$ cat src/rtl/imem_stream_loader.sv
// imem_stream_loader: receives a framed byte stream (4-byte length N, N little-endian
//   words, 1 XOR checksum byte) and writes each word into instruction memory.
// Latency: each word's write strobe appears the cycle after its 4th byte is accepted.
//   o_done and o_cpu_hold=0 appear the cycle after a matching checksum byte.
// Backpressure: o_rx_ready is high while framing (length/data/checksum) unless i_start
//   is high. It drops in DONE/ERR. Accepts 1 byte/cycle, including during write cycles.
// Ports: i_clk/i_reset (sync, active-high), i_start (abort + restart framing),
//   i_rx_valid/i_rx_data/o_rx_ready (byte stream),
//   o_imem_we/o_imem_addr/o_imem_wdata (memory write),
//   o_cpu_hold/o_done/o_err/o_words_loaded (status).
module imem_stream_loader #(
  parameter int          DEPTH_WORDS = 2048,
  parameter logic [31:0] BASE_ADDR   = 32'h0000_0000
) (
  input  logic        i_clk,
  input  logic        i_reset,
  input  logic        i_start,
  input  logic        i_rx_valid,
  input  logic [7:0]  i_rx_data,
  output logic        o_rx_ready,
  output logic        o_imem_we,
  output logic [31:0] o_imem_addr,
  output logic [31:0] o_imem_wdata,
  output logic        o_cpu_hold,
  output logic        o_done,
  output logic        o_err,
  output logic [15:0] o_words_loaded
);

  typedef enum logic [2:0] {
    S_LEN  = 3'd0,
    S_DATA = 3'd1,
    S_CSUM = 3'd2,
    S_DONE = 3'd3,
    S_ERR  = 3'd4
  } state_t;

  state_t      state_q;
  logic [31:0] len_q;      // N, shifted in LSB first
  logic [31:0] k_q;        // index of the word currently being assembled
  logic [1:0]  b_q;        // byte index within the length field or the current word
  logic [7:0]  acc_q;      // running XOR of every accepted frame byte
  logic [23:0] word_sr;    // first three bytes of the current word
  logic        we_q;

  logic        framing;
  logic        xfer;
  logic [31:0] len_next;
  logic [31:0] word_next;
  logic        last_word;

  assign framing    = (state_q == S_LEN) || (state_q == S_DATA) || (state_q == S_CSUM);
  assign o_rx_ready = framing & ~i_start;
  assign xfer       = i_rx_valid & o_rx_ready;

  // Bytes arrive LSB first, so each new byte enters at the top.
  assign len_next  = {i_rx_data, len_q[31:8]};
  assign word_next = {i_rx_data, word_sr};
  assign last_word = (k_q == len_q - 32'd1);

  // The strobe is also masked in the cycle it is visible. A reset or start landing on the
  // cycle after a word completes must cancel that write, not just the next one.
  assign o_imem_we = we_q & ~i_reset & ~i_start;

  always_ff @(posedge i_clk) begin
    if (i_reset) begin
      state_q        <= S_LEN;
      len_q          <= '0;
      k_q            <= '0;
      b_q            <= '0;
      acc_q          <= '0;
      word_sr        <= '0;
      we_q           <= 1'b0;
      o_imem_addr    <= BASE_ADDR;
      o_imem_wdata   <= '0;
      o_cpu_hold     <= 1'b1;
      o_done         <= 1'b0;
      o_err          <= 1'b0;
      o_words_loaded <= '0;
    end else if (i_start) begin
      state_q        <= S_LEN;
      len_q          <= '0;
      k_q            <= '0;
      b_q            <= '0;
      acc_q          <= '0;
      word_sr        <= '0;
      we_q           <= 1'b0;
      o_cpu_hold     <= 1'b1;
      o_done         <= 1'b0;
      o_err          <= 1'b0;
      o_words_loaded <= '0;
    end else begin
      we_q <= 1'b0;
      if (xfer) begin
        acc_q <= acc_q ^ i_rx_data;
      end
      case (state_q)
        S_LEN: begin
          if (xfer) begin
            len_q <= len_next;
            b_q   <= b_q + 2'd1;
            if (b_q == 2'd3) begin
              if (len_next > 32'(DEPTH_WORDS)) begin
                state_q <= S_ERR;
                o_err   <= 1'b1;
              end else if (len_next == 32'd0) begin
                state_q <= S_CSUM;
              end else begin
                state_q <= S_DATA;
              end
            end
          end
        end
        S_DATA: begin
          if (xfer) begin
            word_sr <= word_next[31:8];
            b_q     <= b_q + 2'd1;
            if (b_q == 2'd3) begin
              we_q           <= 1'b1;
              o_imem_addr    <= BASE_ADDR + (k_q << 2);
              o_imem_wdata   <= word_next;
              o_words_loaded <= o_words_loaded + 16'd1;
              k_q            <= k_q + 32'd1;
              if (last_word) begin
                state_q <= S_CSUM;
              end
            end
          end
        end
        S_CSUM: begin
          if (xfer) begin
            if (i_rx_data == acc_q) begin
              state_q    <= S_DONE;
              o_done     <= 1'b1;
              o_cpu_hold <= 1'b0;
            end else begin
              state_q <= S_ERR;
              o_err   <= 1'b1;
            end
          end
        end
        S_DONE: state_q <= S_DONE;
        S_ERR:  state_q <= S_ERR;
        default: begin
          state_q <= S_ERR;
          o_err   <= 1'b1;
        end
      endcase
    end
  end

endmodule

$ cat config.mk
export PLATFORM = sky130hd
export DESIGN_NAME = imem_stream_loader
export DESIGN_NICKNAME = d
export VERILOG_FILES = /design/src/rtl/imem_stream_loader.sv
export SDC_FILE = /design/constraint.sdc
export NUM_CORES = 1
export LEC_CHECK = 0
export BUFFER_PORTS_ARGS = -buffer_cell sky130_fd_sc_hd__buf_2
export CAP_MARGIN = 20
export CORE_MARGIN = 2
export CORE_UTILIZATION = 45
export CTS_CLUSTER_SIZE = 16
export DETAILED_ROUTE_END_ITERATION = 6
export SYNTH_ARGS = -nofsm -noshare
export SYNTH_HDL_FRONTEND = slang
export SYNTH_SLANG_ARGS = --single-unit
$ cat constraint.sdc
create_clock -name i_clk -period 8.25 [get_ports i_clk]
set_clock_uncertainty 0.15 [all_clocks]
set_input_delay 0.825 -clock i_clk [delete_from_list [all_inputs] [get_ports i_clk]]
set_output_delay 0.825 -clock i_clk [all_outputs]
set_load 0.005 [all_outputs]
==> summary.txt <==
Run status
  • Outcome: finished, final reports clean

Critical path
  • Flop2flop setup slack: 5.02 ns
  • RR Startpoint: len_q[0]$_SDFFE_PP0P_
  • Critical Path Sink Type: register
  • Top delay family on crit path: simple AND/OR/NAND/NOR gates
  • RR Endpoint: state_q[0]$_SDFFE_PP0P_
  • Buf/Inv on CP: 1
  • CP max stage cell: nor3b_1
  • CP max FO: 6
  • Critical Path Max Stage Delay: 0.60 ns
  • Critical Path, Cell by Cell: inv_1 -> ha_1 -> nor3b_1 -> nand2_1 -> a2111oi_0 -> nand3_1 -> nor4bb_1 -> and4_1 -> o21ai_1 -> and3_1
  • WP depth: 10
  • Setup CP Type: register to register
  • Worst EP required: 8.43 ns
  • Worst Reg-to-Reg Cells: 10
  • Critical Path Start Type: register
  • Worst endpoint data arrival time: 3.41 ns

STA
  • Tmin final: 3.23 ns
  • Final Cycle Share: 0.391
  • Final hold vios: 0
  • RSZ-0062 raised after global routing: false
  • Slew margin rel.: 0.311
  • Worst Max-Slew Pin Slew: between 1 and 1.5 ns
  • Peak Freq: roughly 310 MHz
  • Setup TNS Final: 0 ns
  • Slew Viols, Final: 0
  • Setup-failing EPs final: 0

Final layout
  • Area grow syn2layout: 14.1%
  • Area occupied by registers: approximately 3700 sq um
  • Multi-input gate area: about 4100 sq um
  • Commonest non-fill, non-tap cell in the layout: nand2_1
  • Ant diodes: 0
  • Final Cell Area: between 9000 and 10000 sq um
  • Final #Nets: 1106
  • Most frequent cells in the layout: nand2_1 (281), dfxtp_1 (183), a21oi_1 (142)
  • Fillcell total: around 1700
  • Share of layout cells above drive strength 1: 0.129

Route
  • Drt pass-1 iters: 5
  • Routed WL: about 21000 um
  • Via/cell ratio: approximately 5.3
  • Final ANT Viol Nets: 0
  • Routed via count: around 7000
  • Initial drt markers: ~520
  • DR WL/cell: around 16 um
  • Remaining DRCs: 0

Synth
  • Yosys reg bits: roughly 180
  • Synth Area in Compound Gates: 0.122
  • Synth Flop Type: dfxtp_1
  • Number of synthesized flops with an enable pin: 0
  • Seq/Total Area, Yosys: 0.452
  • Post-Synth Simple-Gate Area: 0.271
  • Post-synth design cell area: 8110 sq um
  • Netlist cell types: 56
  • Synth Instances: just over 1000
  • Synth Area in XOR/XNOR: 0.104
  • Synth Area in Adders: 0.00617
  • Main combinational cell family by area after synthesis: simple AND/OR/NAND/NOR gates
  • Syn_area_per_cell: just under 8 sq um
  • Asr flop ratio synth: 0
  • Mux contribution to synthesized area: 0.00494
  • YS warnings: 0

Floorplanning
  • Die area: roughly 19000 sq um
  • Core footprint: about 18000 sq um
  • Die Ht: approximately 140 um
  • I/O pins: 97
  • Initial Utilization: 0.454
  • Core Rows: ~50
  • Die Wd: 138 um

Placement
  • Port Buffers: 94
  • Post-DP Area: about 8600 sq um
  • HPWL Detailed: between 10000 and 15000 um
  • GPL Wtd Cong: 0.871

Clocking
  • Hold Buf Count CTS: 0
  • Reg clk slew, reported paths: approximately 0.070 ns
  • CTS resizes: 0
  • Clock latency on the worst-skew pair: around 0.44 ns
  • Setup Buffers After CTS: 0
  • H-tree depth: 4
  • Clk buf depth: 2
  • CTS tree: done
  • TritonCTS buffer count: 17
  • Clock sink total: approximately 180
  • Root buffer selected by CTS: clkbuf_16

Global route
  • GR Layer Usage met3: 0.0495
  • Initial antenna violation count: 0
  • Largest net degree at the start of global routing: around 70
  • GR Util All Layers: 0.216
  • GR Overflow Total: 0
  • Vias in the first global route: 6627
  • Met1 GRT Util: 0.272
  • Busiest grt layer: met2
  • Global-route wire length before repair: around 34000 um
  • Met2 Use GR: 0.366

Pwr
  • Static Leak: 3.44 nW
  • Worst vdd ir: roughly 0.19 mV
  • Int Power: 1.34 mW
  • Sw Ratio: 0.248
  • Sequential share of power: 0.500
  • PwrDens: approximately 190 nW/um^2
  • Net switching power: 0.441 mW
  • Clock power share: 0.472
  • Logic pwr share: 0.028

Hold path
  • Hold Path Depth: 2
  • Worst Hold Class: register to register
  • Hold wc startpoint: word_sr[0]$_SDFFE_PP0P_
  • Hold EP: o_imem_wdata[0]$_SDFFE_PP0P_

Flow run
  • Max-cap violations: 0
[cells in the mapped netlist, types with 3 or more instances]
master    count  share of area
nand2_1     281           0.13
dfxtp_1     183           0.45
a21oi_1     142          0.088
nor2_1       71          0.033
clkbuf_1     61          0.028
xor2_1       51          0.055
xnor2_1      45          0.049
nand3_1      22          0.014
o21ai_0      21          0.013
or3_1        21          0.016
nand4_1      18          0.014
nor4_1       17          0.013
nor3_1       14         0.0086
inv_1        12         0.0056
and3_1       11         0.0085
a31oi_1       4         0.0031
ha_1          4         0.0062
mux2i_1       4         0.0049
or4_1         4         0.0037
nor2b_1       3         0.0023
[kinds of logic (layout without fill, tap and decap cells)]
family / count (synthesis) / after routing
AO/OA/AOI/OAI: 185 / 185
XOR/XNOR: 96 / 96
buffers and inverters: 80 / 143
adder cells (fa/ha/maj): 4 / 4
AND/OR/NAND/NOR: 486 / 486
other: 1 / 2
multiplexers: 4 / 4
flip-flops: 183 / 183
[metal layers]
layer  part of all wire  routed length (um)  vias up
li1                   -                   -     3590
met4              0.021                 440        0
met3              0.050                1040       41
met1               0.45                9500     3304
met5                  0                   0        -
met2               0.47                9910      179
[power by group through the flow]
stage                     registers (mW)  clock network (mW)  logic [mW]
after floorplan                    0.907                   0      0.0342
after CTS                          0.887               0.855      0.0493
final                              0.887               0.838      0.0503
after detailed placement           0.908                   0      0.0491
after global placement             0.908                   0      0.0492
after global routing               0.887               0.890      0.0551
[worst max path at each step]
| stage | start | endpoint | slack (ns) |
|---|---|---|---|
| floorplan | len_q[8]$_SDFFE_PP0P_ | state_q[0]$_SDFFE_PP0P_ | 5.31 |
| global placement | i_start | k_q[31]$_SDFFE_PP0P_ | 4.95 |
| detailed placement | i_start | k_q[31]$_SDFFE_PP0P_ | 4.86 |
| CTS | len_q[0]$_SDFFE_PP0P_ | state_q[0]$_SDFFE_PP0P_ | 5.06 |
| global route | len_q[0]$_SDFFE_PP0P_ | state_q[0]$_SDFFE_PP0P_ | 4.84 |
| finish | len_q[0]$_SDFFE_PP0P_ | state_q[0]$_SDFFE_PP0P_ | 5.02 |
[through the flow]
stage                     hold WS, ns  power [mW]  instances  setup slack (ns)   util
after floorplan                 0.282       0.941       1040              5.31      -
after global placement          0.281       0.957       1299              4.95  0.483
after detailed placement        0.294       0.957       1299              4.86  0.483
after CTS                       0.304        1.79       1331              5.06  0.518
after global routing            0.319        1.83       1332              4.84  0.518
final                           0.301        1.78       1332              5.02  0.518
[state kept, by name, summed over array words and instances (netlist names)]
register,cells
we_q,1
k_q,32
o_cpu_hold,1
o_err,1
word_sr,24
o_words_loaded,16
state_q,3
acc_q,8
o_imem_wdata,32
b_q,2
o_imem_addr,30
len_q,32
o_done,1
[tightest hold or removal path: stages (launching register included)]
cell and delay, ns:
dfxtp_1 0.31, nand2_1 0.05, a21oi_1 0.05
[layout make-up]
class / count / area share
clock buffers: 17 / 0.0460
clock inverters: 15 / 0.0198
inverters: 12 / 0.00487
multi-input cells: 777 / 0.447
flip-flops and latches: 183 / 0.396
well taps: 229 / 0.0310
repair buffers: 99 / 0.0557
Note: power is estimated with default switching activity, not from simulation.
